$ cat config.mk
export PLATFORM = sky130hd
export DESIGN_NAME = ifetch_flat
export DESIGN_NICKNAME = d
export VERILOG_FILES = /design/src/rtl/ifetch_pkg.sv /design/src/rtl/ifetch_if.sv /design/src/rtl/ifetch_wdog.sv /design/src/rtl/ifetch.sv /design/src/flat_wrapper.sv
export SDC_FILE = /design/constraint.sdc
export NUM_CORES = 1
export LEC_CHECK = 0
export BUFFER_PORTS_ARGS = -buffer_cell sky130_fd_sc_hd__buf_2
export CAP_MARGIN = 30
export CORE_MARGIN = 2
export CORE_UTILIZATION = 48
export DETAILED_ROUTE_END_ITERATION = 10
export PLACE_DENSITY = 0.81
export SYNTH_ARGS = -nofsm -noshare
export SYNTH_HDL_FRONTEND = slang
export SYNTH_HIERARCHICAL = 1
export SYNTH_SLANG_ARGS = --single-unit
$ cat constraint.sdc
create_clock -name clk -period 2.8 [get_ports clk]
set_input_delay 0.14 -clock clk [delete_from_list [all_inputs] [get_ports clk]]
set_output_delay 0.14 -clock clk [all_outputs]
set_load 0.005 [all_outputs]
$ cat src/rtl/ifetch_pkg.sv
// ifetch_pkg: shared types and constants for the instruction fetch sequencer.
//   ifetch_state_t : sequencer state (PRIME, FETCH, EXEC, SETTLE)
//   OP_J*          : conditional-jump opcodes that need two program counter enables
//   NOP_WORD       : instruction substituted when memory never answers
//   exec_count()   : number of pc_en cycles an opcode needs
package ifetch_pkg;

  localparam int ADDR_W = 12;
  localparam int DATA_W = 16;

  typedef enum logic [1:0] {
    ST_PRIME  = 2'd0,
    ST_FETCH  = 2'd1,
    ST_EXEC   = 2'd2,
    ST_SETTLE = 2'd3
  } ifetch_state_t;

  localparam logic [3:0] OP_JZE = 4'b1001;
  localparam logic [3:0] OP_JNE = 4'b1010;
  localparam logic [3:0] OP_JCY = 4'b1011;

  localparam logic [DATA_W-1:0] NOP_WORD = 16'h0000;

  // Conditional jumps step the program counter twice (evaluate, then load).
  function automatic logic [1:0] exec_count(input logic [3:0] op);
    if (op == OP_JZE || op == OP_JNE || op == OP_JCY) begin
      return 2'd2;
    end
    return 2'd1;
  endfunction

endpackage

$ cat src/rtl/ifetch_if.sv
// ifetch_if: program memory read port.
//   mem_req   : read request (fetcher -> memory)
//   mem_addr  : read address, stable while mem_req is high
//   mem_ack   : read data valid this cycle (memory -> fetcher)
//   mem_rdata : read data, sampled in the cycle mem_ack is high
//
// Handshake: the fetcher raises mem_req with mem_addr and holds both steady
// until it sees mem_ack=1 at a rising edge (transfer happens on that edge) or
// its watchdog gives up. mem_ack is meaningful only while mem_req=1; an ack
// seen with mem_req=0 is ignored. mem_req drops in the cycle after the
// transfer, so each request completes at most one transfer.
interface ifetch_if;
  import ifetch_pkg::*;

  logic              mem_req;
  logic [ADDR_W-1:0] mem_addr;
  logic              mem_ack;
  logic [DATA_W-1:0] mem_rdata;

  modport master (
    output mem_req,
    output mem_addr,
    input  mem_ack,
    input  mem_rdata
  );

  modport slave (
    input  mem_req,
    input  mem_addr,
    output mem_ack,
    output mem_rdata
  );

endinterface

$ cat src/rtl/ifetch_wdog.sv
// ifetch_wdog: saturating request watchdog.
//   clk, rst_n : clock, synchronous active-low reset
//   clr        : restart the count (held while the sequencer settles)
//   inc        : one more cycle waited without an ack
//   expired    : this waiting cycle is the TIMEOUT-th one; give up now
module ifetch_wdog #(
  parameter int TIMEOUT = 15
) (
  input  logic clk,
  input  logic rst_n,
  input  logic clr,
  input  logic inc,
  output logic expired
);

  localparam int         W    = $clog2(TIMEOUT + 1);
  localparam logic [W-1:0] LAST = W'(TIMEOUT - 1);
  localparam logic [W-1:0] MAX  = W'(TIMEOUT);

  logic [W-1:0] count;

  always_ff @(posedge clk) begin
    if (!rst_n) begin
      count <= '0;
    end else if (clr) begin
      count <= '0;
    end else if (inc && count != MAX) begin
      count <= count + 1'b1;
    end
  end

  // count holds the number of already-completed waiting cycles, so the cycle
  // in which it equals TIMEOUT-1 is the last one the request may stay up.
  assign expired = inc && (count == LAST);

endmodule

$ cat src/rtl/ifetch.sv
// ifetch: instruction fetch sequencer ahead of the program counter.
//   clk, rst_n : clock, synchronous active-low reset
//   en         : global run enable
//   pc         : current program counter, sampled only in SETTLE
//   mem        : program memory read port (master side)
//   ir         : instruction register
//   ir_valid   : ir holds a completed fetch
//   pc_en      : registered enable to the program counter
//   fetch_err  : sticky watchdog flag
//   state      : current sequencer state, for observation
module ifetch
  import ifetch_pkg::*;
#(
  parameter int                TIMEOUT = 15,
  parameter logic [DATA_W-1:0] NOP     = NOP_WORD
) (
  input  logic              clk,
  input  logic              rst_n,
  input  logic              en,
  input  logic [ADDR_W-1:0] pc,
  ifetch_if.master          mem,
  output logic [DATA_W-1:0] ir,
  output logic              ir_valid,
  output logic              pc_en,
  output logic              fetch_err,
  output ifetch_state_t     state
);

  logic [1:0] exec_cnt;
  logic       wd_clr;
  logic       wd_inc;
  logic       wd_expired;

  assign wd_clr = (state == ST_SETTLE);
  assign wd_inc = (state == ST_FETCH) && !mem.mem_ack;

  ifetch_wdog #(.TIMEOUT(TIMEOUT)) u_wdog (
    .clk     (clk),
    .rst_n   (rst_n),
    .clr     (wd_clr),
    .inc     (wd_inc),
    .expired (wd_expired)
  );

  // pc_en is a register: the value loaded at an edge is what the program
  // counter sees during the following cycle. In PRIME and EXEC it is loaded
  // from en, so a cycle with en=0 simply produces no enable and the count
  // only moves in cycles where pc_en is actually high.
  always_ff @(posedge clk) begin
    if (!rst_n) begin
      state         <= ST_PRIME;
      mem.mem_req   <= 1'b0;
      mem.mem_addr  <= '0;
      ir            <= '0;
      ir_valid      <= 1'b0;
      pc_en         <= 1'b0;
      fetch_err     <= 1'b0;
      exec_cnt      <= '0;
    end else begin
      case (state)
        ST_PRIME: begin
          if (pc_en) begin
            pc_en <= 1'b0;
            state <= ST_SETTLE;
          end else begin
            pc_en <= en;
          end
        end

        ST_SETTLE: begin
          if (en) begin
            mem.mem_addr <= pc;
            mem.mem_req  <= 1'b1;
            state        <= ST_FETCH;
          end
        end

        ST_FETCH: begin
          // An ack in the expiry cycle still delivers real data.
          if (mem.mem_ack) begin
            ir          <= mem.mem_rdata;
            ir_valid    <= 1'b1;
            mem.mem_req <= 1'b0;
            exec_cnt    <= exec_count(mem.mem_rdata[DATA_W-1:DATA_W-4]);
            pc_en       <= en;
            state       <= ST_EXEC;
          end else if (wd_expired) begin
            ir          <= NOP;
            ir_valid    <= 1'b1;
            fetch_err   <= 1'b1;
            mem.mem_req <= 1'b0;
            exec_cnt    <= 2'd1;
            pc_en       <= en;
            state       <= ST_EXEC;
          end
        end

        ST_EXEC: begin
          if (pc_en) begin
            if (exec_cnt == 2'd1) begin
              exec_cnt <= 2'd0;
              pc_en    <= 1'b0;
              state    <= ST_SETTLE;
            end else begin
              exec_cnt <= exec_cnt - 2'd1;
              pc_en    <= en;
            end
          end else begin
            pc_en <= en;
          end
        end

        default: begin
          state <= ST_PRIME;
        end
      endcase
    end
  end

endmodule

$ cat src/flat_wrapper.sv
// flat-port wrapper written by rule: the top's interface ports become plain ports
module ifetch_flat import ifetch_pkg::*;
#(
  parameter int                TIMEOUT = 15,
  parameter logic [DATA_W-1:0] NOP     = NOP_WORD
)
  (clk, rst_n, en, pc, ir, ir_valid, pc_en, fetch_err, state, mem_mem_req, mem_mem_addr, mem_mem_ack, mem_mem_rdata);
  ifetch_if mem_i ();
  input  logic clk;
  input  logic rst_n;
  input  logic en;
  input  logic [ADDR_W-1:0] pc;
  output logic [DATA_W-1:0] ir;
  output logic ir_valid;
  output logic pc_en;
  output logic fetch_err;
  output ifetch_state_t state;
  output wire logic [$bits(mem_i.mem_req)-1:0] mem_mem_req;
  output wire logic [$bits(mem_i.mem_addr)-1:0] mem_mem_addr;
  input wire logic [$bits(mem_i.mem_ack)-1:0] mem_mem_ack;
  input wire logic [$bits(mem_i.mem_rdata)-1:0] mem_mem_rdata;
  assign mem_mem_req = mem_i.mem_req;
  assign mem_mem_addr = mem_i.mem_addr;
  assign mem_i.mem_ack = mem_mem_ack;
  assign mem_i.mem_rdata = mem_mem_rdata;
  ifetch #(.TIMEOUT(TIMEOUT), .NOP(NOP)) u_core (.clk(clk), .rst_n(rst_n), .en(en), .pc(pc), .mem(mem_i), .ir(ir), .ir_valid(ir_valid), .pc_en(pc_en), .fetch_err(fetch_err), .state(state));
endmodule
==> impl_metrics.ini, run 1 <==
[floorplanning]
die-area_mm2 = 0.00400
core_area_mm2 = 0.00336
core.rowCount = 21
io_pins = 66
start_util_pct = 50.1
die_w_um = 63.3
chipHeight_um = 63.3

[synthesis]
async_flop_share_pct = 0
ys_seq_area_share_pct = 47.5
yosysTopAreaCellShare_pct = 47.5
synth_most_common_cell = dfxtp_1
ys_top_cells_by_count = 40 x dfxtp_1, 29 x nand2_1, 20 x a21oi_1
syn_avg_cell_area_um2 = 8.87
synth_area_leader_cell = dfxtp_1
synth_nets = 230
ys.flop_type = dfxtp_1
syn-instance-count = 190
synth_edf_count = 0
synth_cell_types = 40
synth_area_leaders = dfxtp_1 48%, a22oi_1 7.1%, nand2_1 6.5%
ys_warn_count = 6
netlist_area_mm2 = 0.00169
ys_seq_elements = 40

[timing]
post-route-min-period_ps = 2130
worst_pin_slew_ps = 943
max_slew_margin_pct = 37.1
fin_skew_ps = 8.90
fin_ws_ps = 666
period_share_pct = 76.2
setup_viol_count_final = 0
rsz0062_at_grt = false
hold_ws_ps = 10.6
tns_ps = 0
fmax_ghz = 0.469
slew_viol_final = 0
hold_viol = 0

[clock_network]
clk_latency_ps = 350
cts_buffer_depth = 2
clkTransAtPathRegs_ps = 120
cts_setup_buffers = 0
htree_levels = 2
cts-root-buf = clkbuf_4
cts_tree = built
cts.sinks = 40
cts_inserted_buffers = 5

[detailed_routing]
ant_nets = 0
drc = 0
wl_per_cell_um = 12.1
num_vias = 1575
firstDrtPassIters = 4
vias_per_cell = 5.18
drtIter0Drc = 90
drt-total-wl_mm = 3.69

[run]
max_cap_viol_count = 0

[worst_setup_path]
cpPeakStageDelay_ps = 430
critPathCaptureType = flip-flop
crit_type = flip-flop to flip-flop
cp.arrival_ps = 2350
worstPathMaxFanout = 13
ff2ff_path_depth = 7
start_kind = flip-flop
crit_required_ps = 3020
crit_slowest_cell = dfxtp_1
crit_chain = ha_1 > nor2b_1 > and4_1 > o21ai_1 > buf_4 > a22oi_1 > nor2_1

[pwr]
finalPower_uw = 1520
leakage_uw = 0.000988
power_density_mw_per_mm2 = 707
ir_drop_uv = 438

[final_layout]
drive_gt1_share_pct = 31.4
fin_util_pct = 64.0
multi_input_comb_area_um2 = 796
areaGrowthSynthToFinish_pct = 27.7
seqCellArea_um2 = 801
n_antenna_cell = 0
fill_cells = 305
fin_nets = 297

[status]
status = complete, no violations

[grt]
grt_pass1_wl_mm = 5.86
first_global_vias = 1386
antenna_found_initial = 0
grt_use_total_pct = 18.8
grt-ovfl-total = 0
grt_max_degree = 33

[min_path]
hp-class = input port to flip-flop
hold_depth = 3

[place]
pre_cts_ws_ps = 654
port_buffers = 65
gp_congestion = 0.777
hpwl_mm = 2.63
==> registers in the layout, indices dropped and copies added, names as in the netlist <==
register,cells
u_core/state,2
u_core/ir,16
u_core/mem.mem_req,1
u_core/ir_valid,1
u_core/exec_cnt,2
u_core/pc_en,1
u_core/fetch_err,1
u_core/mem.mem_addr,12
u_core/u_wdog/count,4
==> worst paths after layout <==
check	start	end	slack [ps]
worst max-delay path	u_core/state[0]	u_core/ir[4]	670
worst min-delay path	pc[8]	u_core/mem.mem_addr[8]	10
worst max register to register	u_core/state[0]	u_core/ir[4]	670
worst min register to register	u_core/ir_valid	u_core/ir_valid	450
==> logic make-up after synthesis <==
family | after synthesis | synth area share (%)
compound gates | 50 | 20.3
fa+ha+maj | 8 | 5.94
buf+inv | 20 | 5.27
flops | 40 | 47.5
mux | 3 | 1.86
simple gates | 69 | 19.1
==> routing by layer <==
metal	wire, um	up-vias	track usage (%)	share of wire, %
met5	0	-	0	0
met4	87	0	9.51	2.4
met3	258	9	8.21	7.0
met2	1810	54	32.0	49
met1	1530	720	19.7	41
li1	-	792	-	-
==> layout make-up <==
type	instances	share of cell area, %
flip-flops and latches	40	37.2
multi-input cells	130	37.0
repair buffers	70	17.2
well taps	46	2.67
clock buffers	6	2.38
clock inverters	2	1.80
inverters	10	1.74
==> worst max-delay path: cells and delay by family, from the launching register on <==
kind,cells,cell delay (ps)
AOI/OAI and AO/OA,2,370
and+or+nand+nor,3,800
adders and majority gates,1,190
buffers and inverters,1,220
DFF,1,430
==> timing repair <==
action,4_1_cts,5_1_grt
hold endpoints to repair,0,3
resized for setup,0,0
hold buffers,0,3
==> where the power goes <==
part	internal (uW)	switching (uW)	total (uW)
Combinational	212	224	436
Sequential	634	50.3	685
Clock	214	188	402
Total	1060	462	1520
==> per-stage QoR <==
step / area [um2] / cells
floorplan: 1690 / 190
global placement: 2020 / 292
detailed placement: 2030 / 293
CTS: 2120 / 301
global route: 2150 / 304
finish: 2150 / 304
==> cell usage in the layout, fill, tap and decap left out, drive strengths merged, types with 2 or more instances in the layout <==
cell type     n
nor2         19
clkbuf        6
nand3         2
dlygate4sd3   3
a22oi        16
nand2        29
a21oi        20
a211oi        2
and2          3
inv          10
mux2i         2
nand2b        6
nor3          3
ha            8
buf          67
dfxtp        40
No activity file was read; power rests on OpenSTA's default activity.
==> run 2, diff against run 1 <==
--- a/config.mk
+++ b/config.mk
@@ -5,10 +5,11 @@
 export SDC_FILE = /design/constraint.sdc
 export NUM_CORES = 1
 export LEC_CHECK = 0
+export ABC_AREA = 1
 export BUFFER_PORTS_ARGS = -buffer_cell sky130_fd_sc_hd__buf_2
 export CAP_MARGIN = 30
 export CORE_MARGIN = 2
-export CORE_UTILIZATION = 48
+export CORE_UTILIZATION = 49
 export DETAILED_ROUTE_END_ITERATION = 10
 export PLACE_DENSITY = 0.81
 export SYNTH_ARGS = -nofsm -noshare
==> constraint.sdc (replaced) <==
create_clock -name clk -period 2.2 [get_ports clk]
set_input_delay 0.11 -clock clk [delete_from_list [all_inputs] [get_ports clk]]
set_output_delay 0.11 -clock clk [all_outputs]
set_load 0.005 [all_outputs]
==> run 2 against run 1 <==
Cell count rose by 19%. Sequential share of layout area fell by 1.7 points. Non-clock buffer count fell by 1. Critical path depth rose by 5. Sequential cell count did not move. Critical endpoint is now u_core/state[0]. Highest routed layer unchanged.
==> impl_metrics.ini, run 2 <==
[detailed_routing]
firstDrtPassIters = 4
ant_nets = 0
vias_per_cell = 4.88
num_vias = 1766
drt-total-wl_mm = 3.84
wl_per_cell_um = 10.6
drtIter0Drc = 83
drc = 0

[clock_network]
clk_latency_ps = 290
htree_levels = 2
cts-root-buf = clkbuf_8
cts_inserted_buffers = 5
cts_resized = 0
cts_tree = built
clkTransAtPathRegs_ps = 70
hold_buffers = 0
cts_buffer_depth = 2
cts.sinks = 40
cts_setup_buffers = 0

[place]
gp_congestion = 0.856
port_buffers = 65
pre_cts_ws_ps = 476
hpwl_mm = 2.69

[timing]
worst_pin_slew_ps = 401
hold_viol = 0
fin_ws_ps = 451
max_slew_margin_pct = 73.2
setup_viol_count_final = 0
post-route-min-period_ps = 1750
fin_skew_ps = 5.18
slew_viol_final = 0
fmax_ghz = 0.572
rsz0062_at_grt = false
tns_ps = 0
period_share_pct = 79.5

[synthesis]
syn-instance-count = 246
yosysTopAreaCellShare_pct = 44.2
synth_nets = 286
ys_seq_elements = 40
ys_warn_count = 6
synth_edf_count = 0
ys_seq_area_share_pct = 44.2
ys_top_cells_by_count = 47 x nand2_1, 47 x nor2_1, 40 x dfxtp_1
async_flop_share_pct = 0
ys.flop_type = dfxtp_1
netlist_area_mm2 = 0.00181
syn_avg_cell_area_um2 = 7.36
synth_area_leader_cell = dfxtp_1
synth_area_leaders = dfxtp_1 44%, nand2_1 9.7%, nor2_1 9.7%
synth_cell_types = 20

[grt]
antenna_found_initial = 0
grt-ovfl-total = 0
grt_pass1_wl_mm = 6.52
grt_max_degree = 24
grt_use_total_pct = 19.8
first_global_vias = 1567

[run]
max_cap_viol_count = 0

[worst_setup_path]
crit_type = flip-flop to flip-flop
worstPathMaxFanout = 6
start_kind = flip-flop
critPathCaptureType = flip-flop
cp.arrival_ps = 1970
crit_required_ps = 2420

[floorplanning]
die_w_um = 64.8
chipHeight_um = 64.8
io_pins = 66
die-area_mm2 = 0.00420
core.rowCount = 22
start_util_pct = 50.2
core_area_mm2 = 0.00361

[final_layout]
reg_top3 = u_core/ir (16), u_core/mem.mem_addr (12), u_core/u_wdog/count (4)
layout_common_cells = 65 x buf_2, 47 x nor2_1, 47 x nand2_1, 40 x dfxtp_1, 25 x nand3_1
n_antenna_cell = 0
top_register = u_core/ir
seqCellArea_um2 = 801
areaGrowthSynthToFinish_pct = 24.4
fill_cells = 321
layout_commonest_cell = buf_2
drive_gt1_share_pct = 28.0
largest_reg_flops = 16
multi_input_comb_area_um2 = 862
fin_nets = 353

[min_path]
hp-class = input port to flip-flop

[pwr]
ir_drop_uv = 487
power_density_mw_per_mm2 = 933
leakage_uw = 0.00109

[status]
status = complete, no violations
-- run 2: changes by cell type after synthesis, sizes merged, moves of 2 or more --
cell | before | now
a21oi | 20 | 24
a22oi | 16 | 0
and2 | 3 | 0
buf | 6 | 8
clkbuf | 4 | 1
inv | 10 | 22
mux2i | 2 | 0
nand2 | 29 | 49
nand2b | 6 | 0
nand3 | 2 | 27
nand4 | 1 | 3
nor2 | 19 | 48
nor3 | 3 | 0
o21ai | 1 | 14
-- run 2: through the flow --
step                      hold WS (ps)  power [uW]  utilization [%]  cell area [um2]  instances
after detailed placement           363        1620             59.9             2160        354
after floorplan                    246        1420                -             1810        246
after global placement             356        1600             59.9             2160        354
final                             65.2        2100             62.5             2250        362
after CTS                         64.0        2120             62.5             2250        362
after global routing              75.9        2270             62.5             2250        362
-- run 2: final cells by class --
type,count,area share (%)
inverter,22,3.66
clock buffer,6,3.66
multi-input combinational,175,38.3
tap,48,2.67
sequential,40,35.5
timing repair buffer,69,15.8
clock inverter,2,0.444
-- run 2: cells by family after synthesis --
kind of cell	Yosys count	synth area share, %
adder cells (fa/ha/maj)	8	5.53
buffers and inverters	31	8.22
AO/OA/AOI/OAI	40	11.7
flip-flops	40	44.2
AND/OR/NAND/NOR	127	30.3
-- run 2: metal layers --
layer | share of wire [%] | GRT usage, % | vias up
met4 | 2.0 | 8.51 | 0
met3 | 8.8 | 6.94 | 7
met1 | 45 | 24.4 | 772
li1 | - | - | 923
met2 | 44 | 31.2 | 64
met5 | 0 | 0 | -
-- run 2: critical path, stage by stage, from the launching register on --
cell     delay, ps
dfxtp_1        370
inv_1          100
ha_1           180
inv_2           60
nor2_1         130
nand2_1         70
nor2_1         150
nor2_1          90
nand2_1        170
nand2_1         70
nor2_1         150
nor2_1          50
nor2_1         100
-- run 2: final timing paths --
| kind | cells after the start | slack, ps | to | start |
|---|---|---|---|---|
| worst max-delay path | 12 | 450 | u_core/state[0] | u_core/state[1] |
| worst min-delay path | 3 | 70 | u_core/mem.mem_addr[9] | pc[9] |
| worst max register to register | 12 | 450 | u_core/state[0] | u_core/state[1] |
| worst min register to register | 2 | 460 | u_core/ir[1] | u_core/ir[1] |
-- run 2: where the power goes --
part	total, uW	switching [uW]	internal, uW
logic	704	422	283
registers	907	75.0	832
clock network	490	240	250
total	2100	737	1360
